[config.mk]
export PLATFORM = sky130hd
export DESIGN_NAME = pdm_modulator
export DESIGN_NICKNAME = d
export VERILOG_FILES = /design/src/rtl/pdm_modulator.sv
export SDC_FILE = /design/constraint.sdc
export NUM_CORES = 1
export LEC_CHECK = 0
export BUFFER_PORTS_ARGS = -buffer_cell sky130_fd_sc_hd__buf_4
export CAP_MARGIN = 25
export CORE_ASPECT_RATIO = 1.25
export CORE_MARGIN = 2
export CORE_UTILIZATION = 55
export DETAILED_ROUTE_END_ITERATION = 8
export GPL_TIMING_DRIVEN = 0
export PLACE_DENSITY = 0.75
export SYNTH_ARGS = -nofsm -noshare
export SYNTH_HDL_FRONTEND = slang
export SYNTH_SLANG_ARGS = --single-unit
[constraint.sdc]
create_clock -name clk -period 7.4 [get_ports clk]
set_input_delay 1.11 -clock clk [delete_from_list [all_inputs] [get_ports clk]]
set_output_delay 1.11 -clock clk [all_outputs]
set_load 0.005 [all_outputs]
[src/rtl/pdm_modulator.sv]
// PCM-to-PDM converter: small PCM sample FIFO feeding a 2nd-order sigma-delta loop.
// Optional build macro PDM_MODULATOR_DITHER_EN adds LFSR dither ahead of the first integrator.
module pdm_modulator #(
  parameter int DEPTH = 4,
  parameter int ACC_W = 24
) (
  input  logic                     clk,
  input  logic                     rst_n,
  input  logic                     en,
  input  logic                     stb_pdm,
  input  logic                     stb_pcm,
  input  logic [15:0]              pcm_in,
  input  logic                     pcm_valid,
  output logic                     pcm_ready,
  output logic                     pdm_out,
  output logic                     underrun,
  input  logic                     underrun_clr,
  output logic [$clog2(DEPTH):0]   level
);

  localparam int PW = $clog2(DEPTH);
  localparam int LW = PW + 1;
  localparam int SW = ACC_W + 2;

  localparam logic signed [SW-1:0] MAXV = {3'b000, {(ACC_W-1){1'b1}}};
  localparam logic signed [SW-1:0] MINV = -MAXV;
  localparam logic signed [SW-1:0] FB_P = SW'(32768);
  localparam logic signed [SW-1:0] FB_N = -FB_P;

  // ---------------- PCM FIFO ----------------
  logic [15:0]   mem_q [DEPTH];
  logic [PW-1:0] wr_ptr_q, rd_ptr_q;
  logic [LW-1:0] level_q, level_d;
  logic          push, pop;

  assign pcm_ready = (level_q != LW'(DEPTH));
  assign push      = pcm_valid & pcm_ready;
  assign pop       = stb_pcm & (level_q != '0);
  assign level     = level_q;

  always_comb begin
    level_d = level_q;
    if (push && !pop)      level_d = level_q + 1'b1;
    else if (pop && !push) level_d = level_q - 1'b1;
  end

  always_ff @(posedge clk) begin
    if (push) mem_q[wr_ptr_q] <= pcm_in;
  end

  // ---------------- sigma-delta loop ----------------
  logic [15:0]              x_q;
  logic signed [ACC_W-1:0]  i1_q, i2_q, i1_d, i2_d;
  logic                     pdm_q, pdm_d;
  logic                     und_q;
  logic signed [SW-1:0]     xe, fb, dith, s1, s2, i1_x, i2_x, i1n_x;

  function automatic logic signed [ACC_W-1:0] sat(input logic signed [SW-1:0] v);
    logic signed [SW-1:0] c;
    c = v;
    if (v > MAXV)      c = MAXV;
    else if (v < MINV) c = MINV;
    return c[ACC_W-1:0];
  endfunction

`ifdef PDM_MODULATOR_DITHER_EN
  logic [15:0] lfsr_q;

  always_ff @(posedge clk or negedge rst_n) begin
    if (!rst_n) begin
      lfsr_q <= 16'hACE1;
    end else if (en && stb_pdm) begin
      lfsr_q <= {1'b0, lfsr_q[15:1]} ^ (lfsr_q[0] ? 16'hB400 : 16'h0000);
    end
  end

  // lfsr[3:0]-8 gives a zero-centred -8..+7 offset
  assign dith = $signed({{(SW-4){1'b0}}, lfsr_q[3:0]}) - SW'(8);
`else
  assign dith = '0;
`endif

  always_comb begin
    xe    = $signed({{(SW-16){x_q[15]}}, x_q}) + dith;
    fb    = pdm_q ? FB_P : FB_N;
    i1_x  = $signed({{2{i1_q[ACC_W-1]}}, i1_q});
    i2_x  = $signed({{2{i2_q[ACC_W-1]}}, i2_q});
    s1    = i1_x + xe - fb;
    i1_d  = sat(s1);
    i1n_x = $signed({{2{i1_d[ACC_W-1]}}, i1_d});
    s2    = i2_x + i1n_x - fb;
    i2_d  = sat(s2);
    pdm_d = ~i2_d[ACC_W-1];
  end

  always_ff @(posedge clk or negedge rst_n) begin
    if (!rst_n) begin
      wr_ptr_q <= '0;
      rd_ptr_q <= '0;
      level_q  <= '0;
      x_q      <= '0;
      i1_q     <= '0;
      i2_q     <= '0;
      pdm_q    <= 1'b0;
      und_q    <= 1'b0;
    end else begin
      level_q <= level_d;
      if (push) wr_ptr_q <= wr_ptr_q + 1'b1;
      if (pop) begin
        rd_ptr_q <= rd_ptr_q + 1'b1;
        x_q      <= mem_q[rd_ptr_q];
      end
      // a new underrun beats a clear in the same cycle
      if (stb_pcm && (level_q == '0)) und_q <= 1'b1;
      else if (underrun_clr)          und_q <= 1'b0;
      if (!en) begin
        i1_q <= '0;
        i2_q <= '0;
        if (stb_pdm) pdm_q <= ~pdm_q;
      end else if (stb_pdm) begin
        i1_q  <= i1_d;
        i2_q  <= i2_d;
        pdm_q <= pdm_d;
      end
    end
  end

  assign pdm_out  = pdm_q;
  assign underrun = und_q;

endmodule
Word-level counts from Yosys, hierarchy flattened
Memories as Yosys holds them, arrays and structs flattened. A register that Yosys moved wholly into a read port is not among the register bits.
Index checks and enable logic that the tools add are counted.
- register bits: 57
- bits in latches: 0
- memory bits (writable): 64
- bits in read-only memories: 0
- logic and storage cells: 54
- memories: 1
- add/sub/neg operators: 8
- $mul: 0
- divide/modulo/power cells: 0
- magnitude comparators: 4
- eq/ne operators: 2
- shifts and indexed selects: 0
- mux-type cells: 18
- bitwise logic cells: 4
- reduce and logical (&&, ||, !) cells: 10
- memory list (name ; depth ; width ; rd ports ; clocked after Yosys merged registers in ; write ports ; line ; text):
    mem_q ; 4 ; 16 ; 1 ; 1 ; 1 ; 31 ; logic [15:0] mem_q [DEPTH];
- operator list (kind ; count):
    $mux W24 ; 8
    $gt A26 B24 Y1 const B ; 2
    $lt A26 B24 Y1 const B ; 2
    $sub A25 B26 Y26 ; 2
    $mux W26 ; 1
    $add A24 B16 Y25 ; 1
    $add A24 B24 Y25 ; 1
    $mux W1 ; 7
    $mux W3 ; 2
    $add A2 B1 Y2 const B ; 2
    $reduce_bool A2 Y1 ; 2
    $add A3 B1 Y3 const B ; 1
    $logic_and A1 B1 Y1 ; 3
    $logic_not A1 Y1 ; 3
    $logic_not A3 Y1 ; 1
    $ne A3 B3 Y1 const B ; 1
    $reduce_bool A3 Y1 ; 1
    $sub A3 B1 Y3 const B ; 1
    $and A1 B1 Y1 ; 2
    $ne A2 B1 Y1 const B ; 1
    $not A1 Y1 ; 2

Depth between registers and ports, before layout
- word-level depth: 13
- depth in mapped cells: 30
- gate-level depth less buffers: 26

Least setup slack after synthesis
No wires, ideal clock.
- path type: reg2reg
- from: register pdm_q (netlist: pdm_out)
- to: register i2_q[13]
- library setup time: 0.123 ns
- arrival time: 7.260 ns
- path slack: 0.018 ns
- stages on the path, launching flop included: 30
- buffers on the path: 3
- clock period less this slack: 7.382 ns
- cell sequence: dfrtp_1 > inv_1 > fa_1 > inv_1 > ha_1 > and2_1 > clkbuf_1 > o21ai_1 > a21oi_1 > o22ai_1 > a2111oi_0 > a211oi_1 > o21a_1 > a21oi_1 > buf_2 > a21oi_1 > ha_1 > inv_1 > ha_1 > a211o_1 > a31oi_2 > o31ai_1 > xor2_1 > or4_1 > or4b_1 > nor4_1 > nand4b_1 > a31o_1 > buf_6 > o221a_2
- cells in the longest elaborated chain, start to end: 12
- ends and longest elaborated chain (item ; line ; text):
    start: declaration ; 54 ; logic pdm_q, pdm_d;
    start signal: assignment ; 119 ; if (stb_pdm) pdm_q <= ~pdm_q;
    start signal: assignment ; 123 ; pdm_q <= pdm_d;
    $mux W26 (*) ; 85 ; fb = pdm_q ? FB_P : FB_N;
    $sub A25 B26 Y26 ; 88 ; s1 = i1_x + xe - fb;
    $lt A26 B24 Y1 ; 62 ; else if (v < MINV) c = MINV;
    $mux W24 ; 62 ;
    $mux W24 ; 61 ; if (v > MAXV) c = MAXV;
    $add A24 B24 Y25 ; 91 ; s2 = i2_x + i1n_x - fb;
    $sub A25 B26 Y26 (*) ; 91 ;
    $lt A26 B24 Y1 ; 62 ;
    $mux W24 ; 62 ;
    $mux W24 (*) ; 61 ;
    $mux W24 (*) ; 120 ; end else if (stb_pdm) begin
    $mux W24 (*) ; 116 ; if (!en) begin
    end signal: assignment ; 122 ; i2_q <= i2_d;
    end: declaration ; 53 ; logic signed [ACC_W-1:0] i1_q, i2_q, i1_d, i2_d;
Mark *: on every way between the ends. The rest lies on a longest branch, timed or not. The select of a mux whose other input is x is not followed.
A chain may end at the register's enable or synchronous reset.

Worst setup path after layout
- from: register i1_q[5]
- to: register i2_q[14]
- cells in the longest elaborated chain, start to end: 12
- ends and longest elaborated chain (item ; line ; text):
    start: declaration ; 53 ;
    start signal: assignment ; 121 ; i1_q <= i1_d;
    $add A24 B16 Y25 (*) ; 88 ;
    $sub A25 B26 Y26 (*) ; 88 ;
    $lt A26 B24 Y1 ; 62 ;
    $mux W24 ; 62 ;
    $mux W24 (*) ; 61 ;
    $add A24 B24 Y25 (*) ; 91 ;
    $sub A25 B26 Y26 (*) ; 91 ;
    $lt A26 B24 Y1 ; 62 ;
    $mux W24 ; 62 ;
    $mux W24 (*) ; 61 ;
    $mux W24 (*) ; 120 ;
    $mux W24 (*) ; 116 ;
Marks and branches as above.

==> metrics <==
status finished clean; RD Place Congestion between 0.8 and 0.9; metal2 WL 11300 um; P&R area growth vs syn 14.5%; Final ANT Viol Nets 0; PortBufs 27; remaining global-route overflow 0; max-cap check violation count 0; max-slew violations 0; critical path endpoint category flop; Top delay family on crit path simple AND/OR/NAND/NOR gates; final wirelength 21600 um; Max stage delay on crit path around 530 ps; Final Hold Viols 0; Post-synth ARST share 53.3%; Max clock buf depth 2; metal3 WL 682 um; Inserted Diodes 0; dominant synthesized flop cell dfrtp_1; TritonCTS clock tree yes; largest fanout on the critical path 10; Layout Cells excl Fill 1230; register area share after synthesis 39.3%; drc violations 0; vias in the first global route 7251; fin worst setup slack 234 ps; hold-fix buffers at CTS 0; number of iterations in the first detailed-routing pass 5; Avg WL per Cell between 15 and 20 um; Tightest Hold Check Type in2async; critical path data required time 7700 ps; WHS approximately 500 ps; FF-to-FF setup slack 230 ps; Final Cycle Share 96.8%; initial core utilization 56.4%; Die Y-Extent around 150 um; Core Area 16900 um2; WP buf/inv 7; worst-margin pin slew approximately 940 ps; CP Class reg2reg; setup violators final 0; Syn Area/Cell 10.1 um2; # nets final 1122; IO Pins 29; Worst path slowest cell or4b_1; most frequent CP cell ha_1; first-pass GRT wire length between 30000 and 40000 um; GRT Overall Usage 24.9%; largest net degree at the start of global routing 74; HPWL Detailed 16000 um; Clock Sinks 137; DP Cell Count approximately 1200; H-tree depth 4; clk slew on worst S/H paths 60 ps; starting DRC count in detailed routing 507; critical path launch point type flop; DP Worst Slack -1330 ps; relative slew slack 37.2%; top layer in use met4; Fill cells about 1300; clock skew approximately 11 ps; Ys Warns 0; clock period minus worst slack 7170 ps; TritonCTS buffer count 17; WP data arrival around 7500 ps; post-synth top area cell edfxtp_1; Worst-Skew Late Latency 420 ps; Synth cell types 74; #FFs+latches synth roughly 140; Post-Syn Instances 942; via count slightly above 7000; die width 122 um; # rows 53; die footprint 18400 um2; routed vias/inst 5.91; main area contributors after synthesis edfxtp_1, dfrtp_1, ha_1, inv_1, a21oi_1; top cell type's share of synthesized area between 20% and 30%; Post-Route M1 WL 8920 um; Synth Cell Area 9540 um2; Net Count, Synth 1067; layout cells sized above 1 18.3%; CTS Root Cell clkbuf_16; initial antenna violation count 0; f_max roughly 140 MHz; Post-synth EDFFs 64
-- what timing repair did --
action / in CTS / in global routing
setup endpoints to repair: 25 / 23
buffers inserted: 6 / 5
gates cloned: 0 / 0
gates resized for setup: 15 / 36
pin swaps: 2 / 6
-- sequential cells by signal, indices dropped and copies added, names as in the netlist --
| signal | count |
|---|---|
| mem_q | 64 |
| i1_q | 24 |
| i2_q | 24 |
| x_q | 16 |
| level | 3 |
| rd_ptr_q | 2 |
| wr_ptr_q | 2 |
| pdm_out | 1 |
| underrun | 1 |
-- worst register-to-register path, delay by kind of cell, from the launching register on --
kind	cells	cell delay [ps]
compound gates	10	2120
xor+xnor	1	170
fa+ha+maj	4	1060
buf+inv	7	830
flops	1	400
simple gates	8	2470
-- cell usage in the layout, fill, tap and decap left out, types with 5 or more instances in the layout --
master	instances
xor2_1	21
nor3_1	8
clkbuf_1	20
o211a_1	5
mux4_2	16
nor4_1	5
clkbuf_16	17
fa_1	17
a21oi_2	5
nand2_1	47
nand4_1	6
a21o_1	21
a211oi_1	7
nand3_1	6
inv_6	7
o211ai_1	9
or3_1	7
o221a_2	20
buf_2	7
nor2_1	42
inv_1	137
and3_1	12
nor2b_1	6
o21ai_0	51
clkbuf_2	6
ha_1	81
a21oi_1	72
buf_4	38
nand2b_1	11
dfrtp_1	71
o21a_1	6
nor3b_1	5
edfxtp_1	64
mux2_2	18
xnor2_1	16
a31oi_1	13
-- layout make-up --
type                            count  area, um2  share of cell area [%]
Tap cell                          220        275                    2.52
Inverter                          138        522                    4.78
Multi-Input combinational cell    628       5260                    48.2
Clock buffer                       17        425                    3.90
Timing Repair Buffer               39        310                    2.84
Clock inverter                     15        201                    1.84
Buffer                             36        169                    1.55
Sequential cell                   137       3760                    34.4
-- logic make-up (layout without fill, tap and decap cells) --
| group | after synthesis | in the layout | share of synthesized area (%) |
|---|---|---|---|
| compound gates | 270 | 270 | 19.3 |
| simple gates | 182 | 182 | 9.79 |
| buf+inv | 177 | 245 | 7.24 |
| flops | 137 | 137 | 39.3 |
| fa+ha+maj | 102 | 102 | 14.7 |
| xor+xnor | 37 | 37 | 3.40 |
| mux | 37 | 37 | 6.22 |
-- metrics by stage --
step                      setup TNS (ps)  cell area [um2]  util, %
after floorplan                        0             9540        -
after global placement            -28940            10000     59.2
after detailed placement          -30260            10000     59.3
after CTS                              0            10700     63.4
after global routing               -2610            10900     64.6
final                                  0            10900     64.6
-- worst paths after layout --
kind	from	depth (start not counted)	to
max in group asynchronous	rst_n	2	x_q[15]
min reg2reg	x_q[5]	1	x_q[5]
max reg2reg	i1_q[5]	30	i2_q[14]
max	i1_q[5]	30	i2_q[14]
min	rst_n	1	i1_q[21]
min in group clk	x_q[5]	1	x_q[5]
-- routing by layer --
layer  GRT usage [%]  up-vias
met5               0        -
met4            9.37        0
met3            3.31       58
met2            44.1      178
met1            30.9     3505
li1                -     3533
-- synthesized netlist by cell type, types with 18 or more instances --
cell type / instances
inv_1: 138
ha_1: 85
a21oi_1: 79
dfrtp_1: 73
edfxtp_1: 64
o21ai_0: 52
nand2_1: 47
nor2_1: 43
clkbuf_1: 27
a21o_1: 21
xor2_1: 21
o221a_2: 20
mux2_2: 18
Power is left out: the tool's default activity adds up to more than one toggle a clock period on the data nets, which glitch-free logic cannot reach.
